File: src/rtl/spi_frame_slave_if.sv
// SPI pin bundle between the Raspberry Pi master and the frame slave.
//   SCK  : SPI clock, mode 0, asynchronous to the slave clk
//   MOSI : master-to-slave data, MSB first
//   MISO : slave-to-master data, MSB first
//   SSEL : frame select, active low
interface spi_frame_slave_if;
    logic SCK;
    logic MOSI;
    logic MISO;
    logic SSEL;

    modport master (output SCK, output MOSI, output SSEL, input MISO);
    modport slave  (input SCK, input MOSI, input SSEL, output MISO);
endinterface

File: src/rtl/spi_frame_slave.sv
// SPI slave register frame for the stepper/IO CPLD.
// One fixed-layout frame carries CH stepgen velocities, digital outputs, stepgen
// control, PWM and a trailing checksum. MOSI bytes land in shadow registers and
// are copied to the live outputs only when the checksum of the whole frame is
// zero. MISO returns positions, inputs, rpm and status snapshotted at frame start.
// Ports:
//   clk, rst       system clock, synchronous active-high reset
//   spi            SPI pins (SCK, MOSI, MISO, SSEL)
//   pos_in/din/rpm values returned to the master
//   vel_out, dout, spolarity, dirtime, steptime, tap, pwm   live outputs
//   commit         one-cycle pulse when a valid frame is applied
//   wdt_kick       pulse coincident with commit when the frame set wdt_en
//   err_cnt        saturating count of rejected frames
module spi_frame_slave #(
    parameter int unsigned CH = 4,
    parameter int unsigned VW = 12,
    parameter int unsigned PW = 21,
    parameter int unsigned OW = 9,
    parameter int unsigned IW = 13,
    parameter int unsigned T  = 4
) (
    input  logic                 clk,
    input  logic                 rst,
    spi_frame_slave_if.slave     spi,
    input  logic [CH*PW-1:0]     pos_in,
    input  logic [IW-1:0]        din,
    input  logic [15:0]          rpm,
    output logic [CH*VW-1:0]     vel_out,
    output logic [OW-1:0]        dout,
    output logic                 spolarity,
    output logic [T-1:0]         dirtime,
    output logic [T-1:0]         steptime,
    output logic [1:0]           tap,
    output logic [7:0]           pwm,
    output logic                 commit,
    output logic                 wdt_kick,
    output logic [6:0]           err_cnt
);
    localparam int unsigned N   = 4 * CH + 8;   // index of the checksum byte
    localparam int unsigned BCW = $clog2(N + 1);

    typedef enum logic [1:0] {S_IDLE, S_SHIFT, S_CHECK, S_DONE} state_t;
    state_t state, state_nx;

    logic [2:0]          sck_q, ssel_q, mosi_q;
    logic                sck_rise_c, sck_fall_c, ssel_rise_c, ssel_fall_c, mosi_b;
    logic                start_c, abort_c, byte_done_c, accept_c, reject_c;
    logic [2:0]          bitcnt;
    logic [BCW-1:0]      bytecnt, rx_idx;
    logic [6:0]          rx_sh;
    logic [7:0]          rx_byte_c, rx_byte, rx_sum;
    logic                rx_vld, load_pend;
    logic [7:0]          tx_sh, tx_sum, tx_byte_c;
    logic [CH*PW-1:0]    pos_snap;
    logic [CH*32-1:0]    pos_ext;
    logic [IW-1:0]       din_snap;
    logic [15:0]         rpm_snap;
    logic [7:0]          status_snap;
    logic                last_ok;
    logic [CH*VW-1:0]    vel_sh;
    logic [OW-1:0]       dout_sh;
    logic                spol_sh, wdt_en_sh;
    logic [T-1:0]        dirtime_sh, steptime_sh;
    logic [1:0]          tap_sh;
    logic [7:0]          pwm_sh;

    // Synchronisers; SSEL resets low so a select still held low after reset
    // produces no falling edge until the master deselects first.
    always_ff @(posedge clk) begin
        if (rst) begin
            sck_q  <= 3'b000;
            ssel_q <= 3'b000;
            mosi_q <= 3'b000;
        end else begin
            sck_q  <= {sck_q[1:0], spi.SCK};
            ssel_q <= {ssel_q[1:0], spi.SSEL};
            mosi_q <= {mosi_q[1:0], spi.MOSI};
        end
    end

    assign sck_rise_c  = sck_q[1] & ~sck_q[2];
    assign sck_fall_c  = ~sck_q[1] & sck_q[2];
    assign ssel_rise_c = ssel_q[1] & ~ssel_q[2];
    assign ssel_fall_c = ~ssel_q[1] & ssel_q[2];
    assign mosi_b      = mosi_q[2];
    assign rx_byte_c   = {rx_sh, mosi_b};

    assign start_c     = ssel_fall_c && (state != S_CHECK);
    assign abort_c     = (state == S_SHIFT) && (ssel_fall_c || ssel_rise_c) && (bytecnt != '0);
    assign byte_done_c = (state == S_SHIFT) && !ssel_fall_c && !ssel_rise_c && sck_rise_c && (bitcnt == 3'd7);
    assign accept_c    = (state == S_CHECK) && (rx_sum == 8'h00);
    assign reject_c    = ((state == S_CHECK) && (rx_sum != 8'h00)) || abort_c;

    // FSM state register
    always_ff @(posedge clk) begin
        if (rst) state <= S_IDLE;
        else     state <= state_nx;
    end

    // FSM next state
    always_comb begin
        state_nx = state;
        case (state)
            S_IDLE:  if (ssel_fall_c) state_nx = S_SHIFT;
            S_SHIFT: begin
                if (ssel_fall_c)                                  state_nx = S_SHIFT;
                else if (ssel_rise_c)                             state_nx = S_IDLE;
                else if (byte_done_c && bytecnt == BCW'(N))       state_nx = S_CHECK;
            end
            S_CHECK: state_nx = S_DONE;
            S_DONE: begin
                if (ssel_fall_c)      state_nx = S_SHIFT;
                else if (ssel_rise_c) state_nx = S_IDLE;
            end
            default: state_nx = S_IDLE;
        endcase
    end

    // Snapshot positions zero-extended to 32 bits per channel
    always_comb begin
        pos_ext = '0;
        for (int c = 0; c < CH; c++) pos_ext[c*32 +: 32] = 32'(pos_snap[c*PW +: PW]);
    end

    // Next MISO byte, selected by the index of the byte about to be sent
    always_comb begin
        tx_byte_c = 8'h00;
        for (int i = 0; i < 4 * CH; i++)
            if (bytecnt == BCW'(i)) tx_byte_c = pos_ext[i*8 +: 8];
        if (bytecnt == BCW'(4*CH))     tx_byte_c = din_snap[7:0];
        if (bytecnt == BCW'(4*CH + 1)) tx_byte_c = 8'(din_snap[IW-1:8]);
        if (bytecnt == BCW'(4*CH + 2)) tx_byte_c = rpm_snap[7:0];
        if (bytecnt == BCW'(4*CH + 3)) tx_byte_c = rpm_snap[15:8];
        if (bytecnt == BCW'(4*CH + 4)) tx_byte_c = status_snap;
        if (bytecnt == BCW'(4*CH + 5)) tx_byte_c = 8'hA5;
        if (bytecnt == BCW'(4*CH + 6)) tx_byte_c = 8'(CH);
        if (bytecnt == BCW'(N))        tx_byte_c = 8'h00 - tx_sum;
    end

    // Bit/byte counting, receive and transmit shifting, frame-start snapshot
    always_ff @(posedge clk) begin
        if (rst) begin
            bitcnt      <= 3'd0;
            bytecnt     <= '0;
            rx_sh       <= 7'd0;
            rx_byte     <= 8'h00;
            rx_idx      <= '0;
            rx_vld      <= 1'b0;
            rx_sum      <= 8'h00;
            tx_sh       <= 8'h00;
            tx_sum      <= 8'h00;
            load_pend   <= 1'b0;
            pos_snap    <= '0;
            din_snap    <= '0;
            rpm_snap    <= 16'h0000;
            status_snap <= 8'h00;
        end else begin
            rx_vld <= 1'b0;
            if (start_c) begin
                bitcnt      <= 3'd0;
                bytecnt     <= '0;
                rx_sum      <= 8'h00;
                load_pend   <= 1'b0;
                pos_snap    <= pos_in;
                din_snap    <= din;
                rpm_snap    <= rpm;
                status_snap <= {last_ok, err_cnt};
                // byte 0 is always the low byte of channel 0 position
                tx_sh       <= pos_in[7:0];
                tx_sum      <= pos_in[7:0];
            end else if (state == S_SHIFT) begin
                if (sck_rise_c) begin
                    rx_sh  <= {rx_sh[5:0], mosi_b};
                    bitcnt <= bitcnt + 3'd1;
                    if (byte_done_c) begin
                        rx_byte   <= rx_byte_c;
                        rx_idx    <= bytecnt;
                        rx_vld    <= 1'b1;
                        rx_sum    <= rx_sum + rx_byte_c;
                        bytecnt   <= bytecnt + BCW'(1);
                        load_pend <= 1'b1;
                    end
                end
                if (sck_fall_c) begin
                    if (load_pend) begin
                        tx_sh     <= tx_byte_c;
                        tx_sum    <= tx_sum + tx_byte_c;
                        load_pend <= 1'b0;
                    end else begin
                        tx_sh <= {tx_sh[6:0], 1'b0};
                    end
                end
            end else if (state != S_IDLE && sck_fall_c) begin
                tx_sh <= 8'h00;
            end
        end
    end

    assign spi.MISO = tx_sh[7];

    // Shadow registers, written the clk after each completed MOSI byte
    always_ff @(posedge clk) begin
        if (rst) begin
            vel_sh      <= '0;
            dout_sh     <= '0;
            spol_sh     <= 1'b0;
            wdt_en_sh   <= 1'b0;
            dirtime_sh  <= '0;
            steptime_sh <= '0;
            tap_sh      <= 2'b00;
            pwm_sh      <= 8'h00;
        end else if (rx_vld) begin
            for (int c = 0; c < CH; c++) begin
                if (rx_idx == BCW'(4*c))     vel_sh[c*VW +: 8]        <= rx_byte;
                if (rx_idx == BCW'(4*c + 1)) vel_sh[c*VW + 8 +: VW-8] <= rx_byte[VW-9:0];
            end
            if (rx_idx == BCW'(4*CH))     dout_sh[7:0]    <= rx_byte;
            if (rx_idx == BCW'(4*CH + 1)) dout_sh[OW-1:8] <= rx_byte[OW-9:0];
            if (rx_idx == BCW'(4*CH + 2)) begin
                spol_sh    <= rx_byte[7];
                wdt_en_sh  <= rx_byte[6];
                dirtime_sh <= rx_byte[T-1:0];
            end
            if (rx_idx == BCW'(4*CH + 3)) begin
                tap_sh      <= rx_byte[7:6];
                steptime_sh <= rx_byte[T-1:0];
            end
            if (rx_idx == BCW'(4*CH + 4)) pwm_sh <= rx_byte;
        end
    end

    // Commit on good checksum, count rejects otherwise
    always_ff @(posedge clk) begin
        if (rst) begin
            vel_out   <= '0;
            dout      <= '0;
            spolarity <= 1'b0;
            dirtime   <= '0;
            steptime  <= '0;
            tap       <= 2'b00;
            pwm       <= 8'h00;
            commit    <= 1'b0;
            wdt_kick  <= 1'b0;
            err_cnt   <= 7'd0;
            last_ok   <= 1'b0;
        end else begin
            commit   <= 1'b0;
            wdt_kick <= 1'b0;
            if (accept_c) begin
                vel_out   <= vel_sh;
                dout      <= dout_sh;
                spolarity <= spol_sh;
                dirtime   <= dirtime_sh;
                steptime  <= steptime_sh;
                tap       <= tap_sh;
                pwm       <= pwm_sh;
                commit    <= 1'b1;
                wdt_kick  <= wdt_en_sh;
                last_ok   <= 1'b1;
            end else if (reject_c) begin
                last_ok <= 1'b0;
                if (err_cnt != 7'd127) err_cnt <= err_cnt + 7'd1;
            end
        end
    end
endmodule

File: src/flat_wrapper.sv
// flat-port wrapper written by rule: the top's interface ports become plain ports
module spi_frame_slave_flat 
#(
    parameter int unsigned CH = 4,
    parameter int unsigned VW = 12,
    parameter int unsigned PW = 21,
    parameter int unsigned OW = 9,
    parameter int unsigned IW = 13,
    parameter int unsigned T  = 4
)
  (clk, rst, pos_in, din, rpm, vel_out, dout, spolarity, dirtime, steptime, tap, pwm, commit, wdt_kick, err_cnt, spi_SCK, spi_MOSI, spi_SSEL, spi_MISO);
  spi_frame_slave_if spi_i ();
  input  logic clk;
  input  logic rst;
  input  logic [CH*PW-1:0] pos_in;
  input  logic [IW-1:0] din;
  input  logic [15:0] rpm;
  output logic [CH*VW-1:0] vel_out;
  output logic [OW-1:0] dout;
  output logic spolarity;
  output logic [T-1:0] dirtime;
  output logic [T-1:0] steptime;
  output logic [1:0] tap;
  output logic [7:0] pwm;
  output logic commit;
  output logic wdt_kick;
  output logic [6:0] err_cnt;
  input wire logic [$bits(spi_i.SCK)-1:0] spi_SCK;
  input wire logic [$bits(spi_i.MOSI)-1:0] spi_MOSI;
  input wire logic [$bits(spi_i.SSEL)-1:0] spi_SSEL;
  output wire logic [$bits(spi_i.MISO)-1:0] spi_MISO;
  assign spi_i.SCK = spi_SCK;
  assign spi_i.MOSI = spi_MOSI;
  assign spi_i.SSEL = spi_SSEL;
  assign spi_MISO = spi_i.MISO;
  spi_frame_slave #(.CH(CH), .VW(VW), .PW(PW), .OW(OW), .IW(IW), .T(T)) u_core (.clk(clk), .rst(rst), .spi(spi_i), .pos_in(pos_in), .din(din), .rpm(rpm), .vel_out(vel_out), .dout(dout), .spolarity(spolarity), .dirtime(dirtime), .steptime(steptime), .tap(tap), .pwm(pwm), .commit(commit), .wdt_kick(wdt_kick), .err_cnt(err_cnt));
endmodule
File: config.mk
export PLATFORM = sky130hd
export DESIGN_NAME = spi_frame_slave_flat
export DESIGN_NICKNAME = d
export VERILOG_FILES = /design/src/rtl/spi_frame_slave_if.sv /design/src/rtl/spi_frame_slave.sv /design/src/flat_wrapper.sv
export SDC_FILE = /design/constraint.sdc
export NUM_CORES = 1
export LEC_CHECK = 0
export BUFFER_PORTS_ARGS = -buffer_cell sky130_fd_sc_hd__buf_2
export CORE_MARGIN = 10
export CORE_UTILIZATION = 40
export CTS_BUF_LIST = sky130_fd_sc_hd__clkbuf_16
export CTS_CLUSTER_DIAMETER = 200
export DETAILED_ROUTE_END_ITERATION = 16
export MAX_ROUTING_LAYER = met4
export PLACE_DENSITY = 0.67
export SETUP_SLACK_MARGIN = 0.2
export SYNTH_ARGS = -nofsm -noshare
export SYNTH_HDL_FRONTEND = slang
export SYNTH_SLANG_ARGS = --single-unit
File: constraint.sdc
create_clock -name clk -period 12.1 [get_ports clk]
set_input_delay 0 -clock clk [delete_from_list [all_inputs] [get_ports clk]]
set_output_delay 0 -clock clk [all_outputs]
set_load 0.02 [all_outputs]
---- Word level (Yosys, flattened, before mapping) ----
Cells that the tools add are included.
word-level totals
  flip-flop bits (word level) ............. 349
  word-level logic and storage cells ...... 207
  input bits .............................. 118
  output and inout bits ................... 86
cells by class
  add/subtract/negate cells ............... 6
  eq/ne operators ......................... 45
  bitwise operators ....................... 12
  reductions and logical operators ........ 51
  mux-type cells .......................... 48
operator list
  kind                                             number
  2-to-1 mux 8 bit                                 33
  == test 5 bit, second input constant             13
  == test 5 x 4 -> 1 bit, second input constant    12
  == test 5 x 3 -> 1 bit, second input constant    6
  AND reduction 2 bit                              15
  adder 8 bit                                      2
  AND reduction 3 bit                              5
  2-to-1 mux 2 bit                                 6
  logical AND 1 bit                                11
  == test 5 x 1 -> 1 bit, second input constant    2
  == test 5 x 2 -> 1 bit, second input constant    2
  logical NOT 5 bit                                2
  nonzero test 2 bit                               5
  logical NOT 8 bit                                1
  2-to-1 mux 1 bit                                 8
  NOT 1 bit                                        8
  one-hot mux 2 bit (4 select lines)               1
  nonzero test 8 bit                               1
  subtractor 1 x 8 -> 8 bit, first input constant  1
  adder 7 x 1 -> 7 bit, second input constant      1
  != test 7 bit, second input constant             1
  != test 3 x 1 -> 1 bit, second input constant    2
  adder 5 x 1 -> 5 bit, second input constant      1
  nonzero test 5 bit                               1
  other kinds (15)                                 22

---- Logic depth before layout (Yosys ltp) ----
Gate-level depths: netlist of the first run.
  depth in word-level cells ............... 30
  depth in mapped cells ................... 20
  mapped depth without buffers ............ 17

---- Worst setup path after synthesis of the first run ----
Ideal clock, no wire load.
  path kind ............................... reg-to-reg
  from .................................... reg u_core.bytecnt[2]
  to ...................................... reg u_core.tx_sum[7]
  data required time ...................... 11.960 ns
  arrival time ............................ 3.737 ns
  cell stages (with the launch flop) ...... 19
  setup slack ............................. 8.223 ns
  cells stage by stage .................... dfxtp_1 -> buf_2 -> buf_6 -> buf_4 -> buf_4 -> and3_1 -> ha_1 -> nor3_1 -> a22oi_1 -> or4_1 -> nand3_1 -> ha_1 -> a21o_1 -> a21oi_1 -> o211ai_1 -> nand2_1 -> or4bb_1 -> o2111ai_1 -> a2111oi_2
on the way
  cells in the longest elaborated chain, start to end .. 30
  elaborated cells on any way between the ends .. 53
RTL lines
  item                             line                    RTL
  start, declared                  spi_frame_slave.sv:49   logic [BCW-1:0] bytecnt, rx_idx;
  start signal, assigned           spi_frame_slave.sv:180  bytecnt <= bytecnt + BCW'(1);
  logical NOT 5 bit                spi_frame_slave.sv:129  if (bytecnt == BCW'(i)) tx_byte_c = pos_ext[i*8 +: 8];
  2-to-1 mux 8 bit (16 in series)  spi_frame_slave.sv:129
  2-to-1 mux 8 bit                 spi_frame_slave.sv:130  if (bytecnt == BCW'(4*CH)) tx_byte_c = din_snap[7:0];
  2-to-1 mux 8 bit                 spi_frame_slave.sv:131  if (bytecnt == BCW'(4*CH + 1)) tx_byte_c = 8'(din_snap[IW-1:8]);
  2-to-1 mux 8 bit                 spi_frame_slave.sv:132  if (bytecnt == BCW'(4*CH + 2)) tx_byte_c = rpm_snap[7:0];
  2-to-1 mux 8 bit                 spi_frame_slave.sv:133  if (bytecnt == BCW'(4*CH + 3)) tx_byte_c = rpm_snap[15:8];
  2-to-1 mux 8 bit                 spi_frame_slave.sv:134  if (bytecnt == BCW'(4*CH + 4)) tx_byte_c = status_snap;
  2-to-1 mux 8 bit                 spi_frame_slave.sv:135  if (bytecnt == BCW'(4*CH + 5)) tx_byte_c = 8'hA5;
  2-to-1 mux 8 bit                 spi_frame_slave.sv:136  if (bytecnt == BCW'(4*CH + 6)) tx_byte_c = 8'(CH);
  2-to-1 mux 8 bit *               spi_frame_slave.sv:137  if (bytecnt == BCW'(N)) tx_byte_c = 8'h00 - tx_sum;
  adder 8 bit *                    spi_frame_slave.sv:187  tx_sum <= tx_sum + tx_byte_c;
  2-to-1 mux 8 bit *               spi_frame_slave.sv:185  if (load_pend) begin
  2-to-1 mux 8 bit *               spi_frame_slave.sv:184  if (sck_fall_c) begin
  2-to-1 mux 8 bit *               spi_frame_slave.sv:171  end else if (state == S_SHIFT) begin
  2-to-1 mux 8 bit *               spi_frame_slave.sv:159  if (start_c) begin
  end signal, assigned             spi_frame_slave.sv:170  tx_sum <= pos_in[7:0];
  end signal, assigned             spi_frame_slave.sv:187
  end, declared                    spi_frame_slave.sv:53   logic [7:0] tx_sh, tx_sum, tx_byte_c;
Every way passes the cells marked *; elsewhere a longest branch is shown, timed or not. The select of a mux whose other input is x is not followed.
A chain may end at the register's enable or synchronous reset.

---- Worst setup path in the final report of the first run ----
  from .................................... reg u_core.bytecnt[3]
  to ...................................... reg u_core.tx_sum[7]
The elaborated chain is that of the path after synthesis.

==> results of run 1 <==
## metal layers
metal	global-route usage (%)	wire length, um
met1	25.2	21000
met2	30.3	20700
met3	3.16	2260
met4	5.88	976
met5	-	0
## final cells by class
cell class	instances	area (um2)	share of cell area (%)
well taps	511	639	3.43
repair buffers	334	2300	12.4
multi-input cells	1365	7450	40.0
clock inverters	28	226	1.22
clock buffers	37	926	4.97
diodes	2	5.00	0.0269
inverters	23	86.3	0.464
flip-flops and latches	349	6990	37.5
## sequential cells by signal, indices dropped and copies added, names as in the netlist, 5 cells and up, named ones only
name and count:
u_core.tx_sum 8, u_core.dout 9, u_core.rx_sum 8, u_core.rpm_snap 16, u_core.tx_sh 8, u_core.din_snap 13, u_core.pos_snap 84, u_core.vel_sh 48
u_core.bytecnt 5, u_core.rx_idx 5, u_core.vel_out 48, u_core.err_cnt 7, u_core.dout_sh 9, u_core.rx_byte 8, u_core.rx_sh 7, u_core.status_snap 8
u_core.pwm_sh 8, u_core.pwm 8
## placed cells by master, fill, tap and decap left out, types with 4 or more instances in the layout
cell / instances
nand2_1: 500
dfxtp_1: 349
a21oi_1: 293
buf_2: 202
nor2_1: 151
dlygate4sd3_1: 118
mux2i_1: 85
clkbuf_16: 37
o21ai_0: 31
inv_1: 29
ha_1: 25
nor2b_1: 20
nand3_1: 18
nand3b_1: 17
nor3_1: 16
o22ai_1: 14
buf_4: 13
xnor2_1: 11
and3_1: 10
xor2_1: 10
clkinv_1: 10
a22oi_1: 7
a21o_1: 6
nand4_1: 6
o211ai_1: 6
and2_1: 5
nand2b_1: 5
nor3b_1: 5
and3b_1: 5
a211oi_1: 5
a31oi_1: 5
o221ai_1: 4
or3b_1: 4
a221o_1: 4
a21boi_0: 4
## worst register-to-register path, cell delays in order, from the launching register on
cell and delay (ps):
dfxtp_1 960, nand3b_1 480, nor3_1 430, a22oi_1 180
or4_1 440, nand3_1 180, ha_1 260, a21o_1 190
a21oi_1 300, o211ai_1 210, nand2_1 110, or4bb_1 470
o2111ai_1 110, a2111oi_2 80
## what timing repair did
action | in CTS | in global routing
hold endpoints to repair | 175 | 0
resized for setup | 0 | 0
endpoints found under the setup margin | 0 | 0
hold buffers | 118 | 0
## kinds of logic after synthesis
| kind of cell | share of synthesized area [%] |
|---|---|
| AND/OR/NAND/NOR | 22.9 |
| AO/OA/AOI/OAI | 17.0 |
| flip-flops | 46.4 |
| buffers and inverters | 4.25 |
| multiplexers | 5.87 |
| adder cells (fa/ha/maj) | 2.43 |
| XOR/XNOR | 1.22 |
## where the power goes
group          switching (mW)  internal, mW  leakage, nW  total [mW]
Sequential            0.00789          1.16         2.82        1.17
Combinational          0.0514        0.0525         4.07       0.104
Clock                   0.473         0.607        0.591        1.08
## worst max path at each step
stage / startpoint / to / cells past startpoint / slack (ps)
final: u_core.bytecnt[3] / u_core.tx_sum[7] / 13 / 7560
after global routing: u_core.bytecnt[3] / u_core.tx_sum[7] / 13 / 7220
after CTS: u_core.bytecnt[3] / u_core.tx_sum[7] / 13 / 7630
after detailed placement: u_core.bytecnt[3] / u_core.tx_sum[7] / 13 / 7650
after global placement: u_core.bytecnt[1] / u_core.tx_sum[7] / 17 / 7810
after floorplan: u_core.bytecnt[2] / u_core.tx_sum[7] / 18 / 8220
==> reports/qor.txt, run 1 <==
average via count per standard cell = 5.18
Yosys top cell by area = dfxtp_1
Tmin final = 4540 ps
synth warn = 0
status = completed
overall die width = 214 um
post-layout total power = 2.35 mW
syn_nets = 2015
endpoint of the worst hold-timing path = u_core.sck_q[0]
number of nets at the end of the flow = 2256
share of flip-flops with an asynchronous set or reset after synthesis = 0%
mean instance size in the synthesized netlist = 8.06 um2
Req. time, crit path = 12500 ps
Seq/Total Area, Yosys = 46.4%
number of buffers created by CTS = 37
routed len/inst = 17.0 um
clock skew after layout = 14.8 ps
via count of the first global-routing pass = 13400
worst hold slack after final layout = 194 ps
filler cell count in the final layout = 3540
Placed Cells = 2464
CTS tree = done
most repeated cell in the gate-level netlist after synthesis = nand2_1
total non-filler cell area in the finished layout = 18600 um2
Max stage delay cell, worst path = dfxtp_1
max-slew violation total from the final report = 0
number of antenna violations at the first check in global routing = 2
reg-to-reg critical path startpoint = u_core.bytecnt[3]
Detail Route Antenna Nets = 0
Max clock buf depth = 3
post-CTS repair timing setup buffer count = 0
worst-skew pair later-pin latency = 560 ps
final cell count without fillers = 2649
estimated wirelength of the detail-placed design = 30.5 mm
number of enable-type register cells in the synthesized netlist = 0
register bit total from synthesis = 349
CP Data Arrival Time = 4940 ps
Total Die Area = 45800 um2
gpl congestion = 0.881
post-CTS clock slew at the launch and capture registers of the worst setup and hold paths = 60 ps
setup total negative slack = 0 ps
max-slew headroom at the worst pin = 21.0%
height of the chip = 214 um
Routed WL = 44.9 mm
leakage = 7.47 nW
total overflow reported by the global router = 0
fraction of the core area covered by cells at the end of the flow = 49.8%
actual transition at the worst max-transition pin = 1170 ps
list of most frequent post-synthesis cells = nand2_1 (501), dfxtp_1 (349), a21oi_1 (293)
Crit path buffers/inverters = 0
main area contributors after synthesis = dfxtp_1 (46%), nand2_1 (12%), a21oi_1 (9.7%)
Min-Delay Path Depth = 3
worst slack at placement = 7650 ps
mapped cell area = 15100 um2
fraction of synthesized cell area taken by the top area cell type = 46.4%
count of endpoints failing hold in the final timing report = 0
initial core utilization = 40.3%
clock root buffer = clkbuf_16
Largest stage delay, worst path = 960 ps
kind of cell with the highest combined delay on the critical path = simple AND/OR/NAND/NOR gates
setup repair after global routing missed its margin = no
number of DRC markers after the initial detailed-route iteration = 959
CP Max Fanout = 30
cells on worst reg2reg path = 13
kind of path behind the tightest hold check = primary input to flip-flop
critical path start-end classification = flip-flop to flip-flop
Tot GR Track Use = 19.4%
Worst VDD drop = 87.6 uV
total DRC errors in the routed layout = 0
number of maximum-capacitance violations = 0
fraction of final layout cells sized beyond drive strength 1 = 13.5%
kind of capture point of the worst setup path = flip-flop
number of sinks on the clock net = 349
post-route fraction of the period consumed by the critical path = 37.5%
number of H-tree levels = 2
power density over the cells = 126 nW/um2
core region area = 37400 um2
largest net degree at the start of global routing = 151
final count of negative-setup-slack endpoints = 0
reg-to-reg slack, setup = 7560 ps
area delta synth->final = 23.7%
count of cell types in the netlist = 87
I/O pins = 204
via count = 13700
kind of start point of the critical path = flip-flop
fin worst setup slack = 7560 ps
number of buffers inserted by port buffering = 203
number of detailed-routing iterations run before antenna repair = 5
critical path, cell by cell = nand3b_1 -> nor3_1 -> a22oi_1 -> or4_1 -> nand3_1 -> ha_1 -> a21o_1 -> a21oi_1 -> o211ai_1 -> nand2_1 -> or4bb_1 -> o2111ai_1 -> a2111oi_2
first-pass GRT wire length = 71.9 mm
dpl cell area = 16300 um2
maximum frequency from static timing analysis = 220 MHz
origin of the worst min-delay path = spi_SCK
instance count of the mapped netlist = 1869
std cell rows = 71
flip-flop cell with the highest count after synthesis = dfxtp_1
Worst R2R End = u_core.tx_sum[7]
(Power assumes the default switching activity.)
==> inputs of run 2 (changes only) <==
- clock period: 12.1 -> 4.5 ns (I/O delays scaled with it)
==> run 2 against run 1 <==
  * Via count increased by 0.17%
  * Register-to-register slack got worse by 7100 ps
  * Sequential cell count unchanged
  * Clock-buffer cell count increased by 1
  * Fmax increased by 12%
  * Largest power group unchanged
  * Clock skew increased by 1.6 ps
  * Sequential power increased to 2.7 times the previous value
==> reports/qor.txt, run 2 (synthesis results as in run 1) <==
number of detailed-routing iterations run before antenna repair = 6 (+1)
Req. time, crit path = 4890 ps (-7610 ps)
setup repair after global routing missed its margin = no
final count of negative-setup-slack endpoints = 0 (unchanged)
number of maximum-capacitance violations = 0 (unchanged)
number of DRC markers after the initial detailed-route iteration = 1107 (+15%)
Worst VDD drop = 278 uV (+220%)
post-CTS clock slew at the launch and capture registers of the worst setup and hold paths = 60 ps (about the same)
Total Die Area = 45800 um2 (unchanged)
termination of the worst setup path = u_core.tx_sum[7]
number of sinks on the clock net = 349 (unchanged)
Tmin final = 4040 ps (-501 ps)
post-CTS repair timing setup buffer count = 0 (unchanged)
critical path start-end classification = flip-flop to flip-flop
clock root buffer = clkbuf_16
fin worst setup slack = 462 ps (-7100 ps)
clock skew after layout = 16.4 ps (+1.58 ps)
Detail Route Antenna Nets = 0 (unchanged)
reg-to-reg slack, setup = 460 ps (-7100 ps)
height of the chip = 214 um (unchanged)
number of H-tree levels = 2 (unchanged)
max FFs per register = 84 (unchanged)
overall die width = 214 um (unchanged)
leakage = 7.54 nW (+0.82%)
max-slew headroom at the worst pin = 28.3% (+7.3 points)
largest registers = u_core.pos_snap: 84 flops, u_core.vel_out: 48 flops, u_core.vel_sh: 48 flops
fraction of final layout cells sized beyond drive strength 1 = 14.5% (+1.0 points)
number of antenna violations at the first check in global routing = 1 (-1)
std cell rows = 71 (unchanged)
average via count per standard cell = 5.17 (-0.13%)
CP Max Fanout = 13 (-57%)
number of buffers inserted by port buffering = 203 (unchanged)
largest net degree at the start of global routing = 166 (+9.9%)
area delta synth->final = 24.4%
Tot GR Track Use = 19.9% (+0.49 points)
cells on worst reg2reg path = 14 (+1)
via count = 13700 (+0.17%)
Max clock buf depth = 3 (unchanged)
maximum frequency from static timing analysis = 248 MHz (+12%)
routed len/inst = 17.2 um (+1.3%)
Worst R2R End = u_core.tx_sum[7]
first-pass GRT wire length = 73.1 mm (+1.7%)
Routed WL = 45.7 mm (+1.6%)
power density over the cells = 335 nW/um2 (+170%)
kind of capture point of the worst setup path = flip-flop
highest-count cells in the layout ignoring fill and taps = nand2_1 (500), dfxtp_1 (346), a21oi_1 (291)
post-route fraction of the period consumed by the critical path = 89.7% (+52 points)
kind of path behind the tightest hold check = primary input to flip-flop
total overflow reported by the global router = 0 (unchanged)
top register by number of flip-flops = u_core.pos_snap
reg-to-reg critical path startpoint = u_core.bytecnt[1]
status = completed
kind of start point of the critical path = flip-flop
worst slack at placement = 164 ps (-7490 ps)
I/O pins = 204 (unchanged)
CP Data Arrival Time = 4430 ps (-510 ps)
CTS tree = done
worst-skew pair later-pin latency = 560 ps (about the same)
via count of the first global-routing pass = 13400 (+0.55%)
number of nets at the end of the flow = 2269 (+0.58%)
number of buffers created by CTS = 38 (+2.7%)
core region area = 37400 um2 (unchanged)
max-slew violation total from the final report = 0 (unchanged)
actual transition at the worst max-transition pin = 1060 ps (-108 ps)
worst hold slack after final layout = 189 ps (-4.99 ps)
post-layout total power = 6.27 mW (+170%)
count of endpoints failing hold in the final timing report = 0 (unchanged)
total DRC errors in the routed layout = 0 (unchanged)
crit path launch = u_core.bytecnt[1]
most frequent standard cell in the layout excluding fill and tap cells = nand2_1
filler cell count in the final layout = 3467 (-2.1%)
initial core utilization = 40.3% (unchanged)
estimated wirelength of the detail-placed design = 31.2 mm (+2.2%)
setup total negative slack = 0 ps (unchanged)
gpl congestion = 0.933 (+5.9%)
run 2: cell types whose count changed in the layout (fill, tap and decap cells not counted), moves of 2 or more:
| cell | before | now |
|---|---|---|
| clkinv_4 | 0 | 2 |
| o21ai_0 | 31 | 29 |
| a21oi_1 | 293 | 291 |
| buf_4 | 13 | 24 |
| inv_6 | 2 | 0 |
| dfxtp_1 | 349 | 346 |
| a21oi_2 | 1 | 3 |
| dfxtp_2 | 0 | 3 |
| clkinvlp_4 | 0 | 2 |
| clkinv_1 | 10 | 5 |
| o21ai_1 | 3 | 5 |
run 2: worst min path at each step:
stage	cells after the start	start	end	slack [ps]
2_1_floorplan	1	spi_MOSI	u_core.mosi_q[0]	130
3_3_place_gp	2	spi_SCK	u_core.sck_q[0]	210
3_5_place_dp	2	spi_SCK	u_core.sck_q[0]	220
4_1_cts	3	spi_SCK	u_core.sck_q[0]	170
5_1_grt	3	spi_MOSI	u_core.mosi_q[0]	200
6_report	3	spi_SCK	u_core.sck_q[0]	190
run 2: stage by stage:
| stage | cell area [um2] | utilization (%) | std cells |
|---|---|---|---|
| after floorplan | 15100 | - | 1869 |
| after global placement | 16400 | 43.8 | 2477 |
| after detailed placement | 16400 | 43.8 | 2477 |
| after CTS | 18700 | 50.0 | 2656 |
| after global routing | 18700 | 50.1 | 2657 |
| final | 18700 | 50.1 | 2657 |
run 2: where the power goes:
group          internal [mW]  leakage, nW  switching [mW]  total [mW]
logic                  0.141         4.14           0.139       0.280
clock network           1.60        0.580            1.25        2.85
registers               3.12         2.82          0.0215        3.14
run 2: per-layer routing:
| metal | GRT usage, % | wire length [um] | share of wire, % | up-vias |
|---|---|---|---|---|
| met3 | 4.01 | 2720 | 5.9 | 70 |
| met1 | 25.8 | 21000 | 46 | 6436 |
| met4 | 6.02 | 1050 | 2.3 | 0 |
| met2 | 30.5 | 20900 | 46 | 394 |
| met5 | - | 0 | 0 | - |
| li1 | - | - | - | 6840 |
run 2: cell type report:
class,count,area (um2),area share (%)
inverters,23,86.3,0.461
well taps,511,639,3.41
diodes,1,2.50,0.0134
clock inverters,24,188,1.00
clock buffers,38,951,5.07
multi-input cells,1365,7470,39.9
repair buffers,346,2410,12.9
flip-flops and latches,349,6990,37.3
run 2: worst max-delay path, cell delays in order, from the launching register on:
cell and delay (ps):
dfxtp_1 360, ha_2 300, and3_1 230, ha_1 280, or3_1 460, nor3_1 260, a211oi_1 160, o41ai_2 440
ha_1 260, nand2_1 80, o211ai_1 250, nand2_1 100, or4_1 480, o2111ai_1 140, a2111oi_2 80
run 2: what timing repair did:
| action | in CTS | in global routing |
|---|---|---|
| endpoints found under the hold margin | 128 | 0 |
| cloned | 0 | 0 |
| resized for setup | 2 | 10 |
| endpoints found under the setup margin | 1 | 2 |
| hold buffers | 117 | 0 |
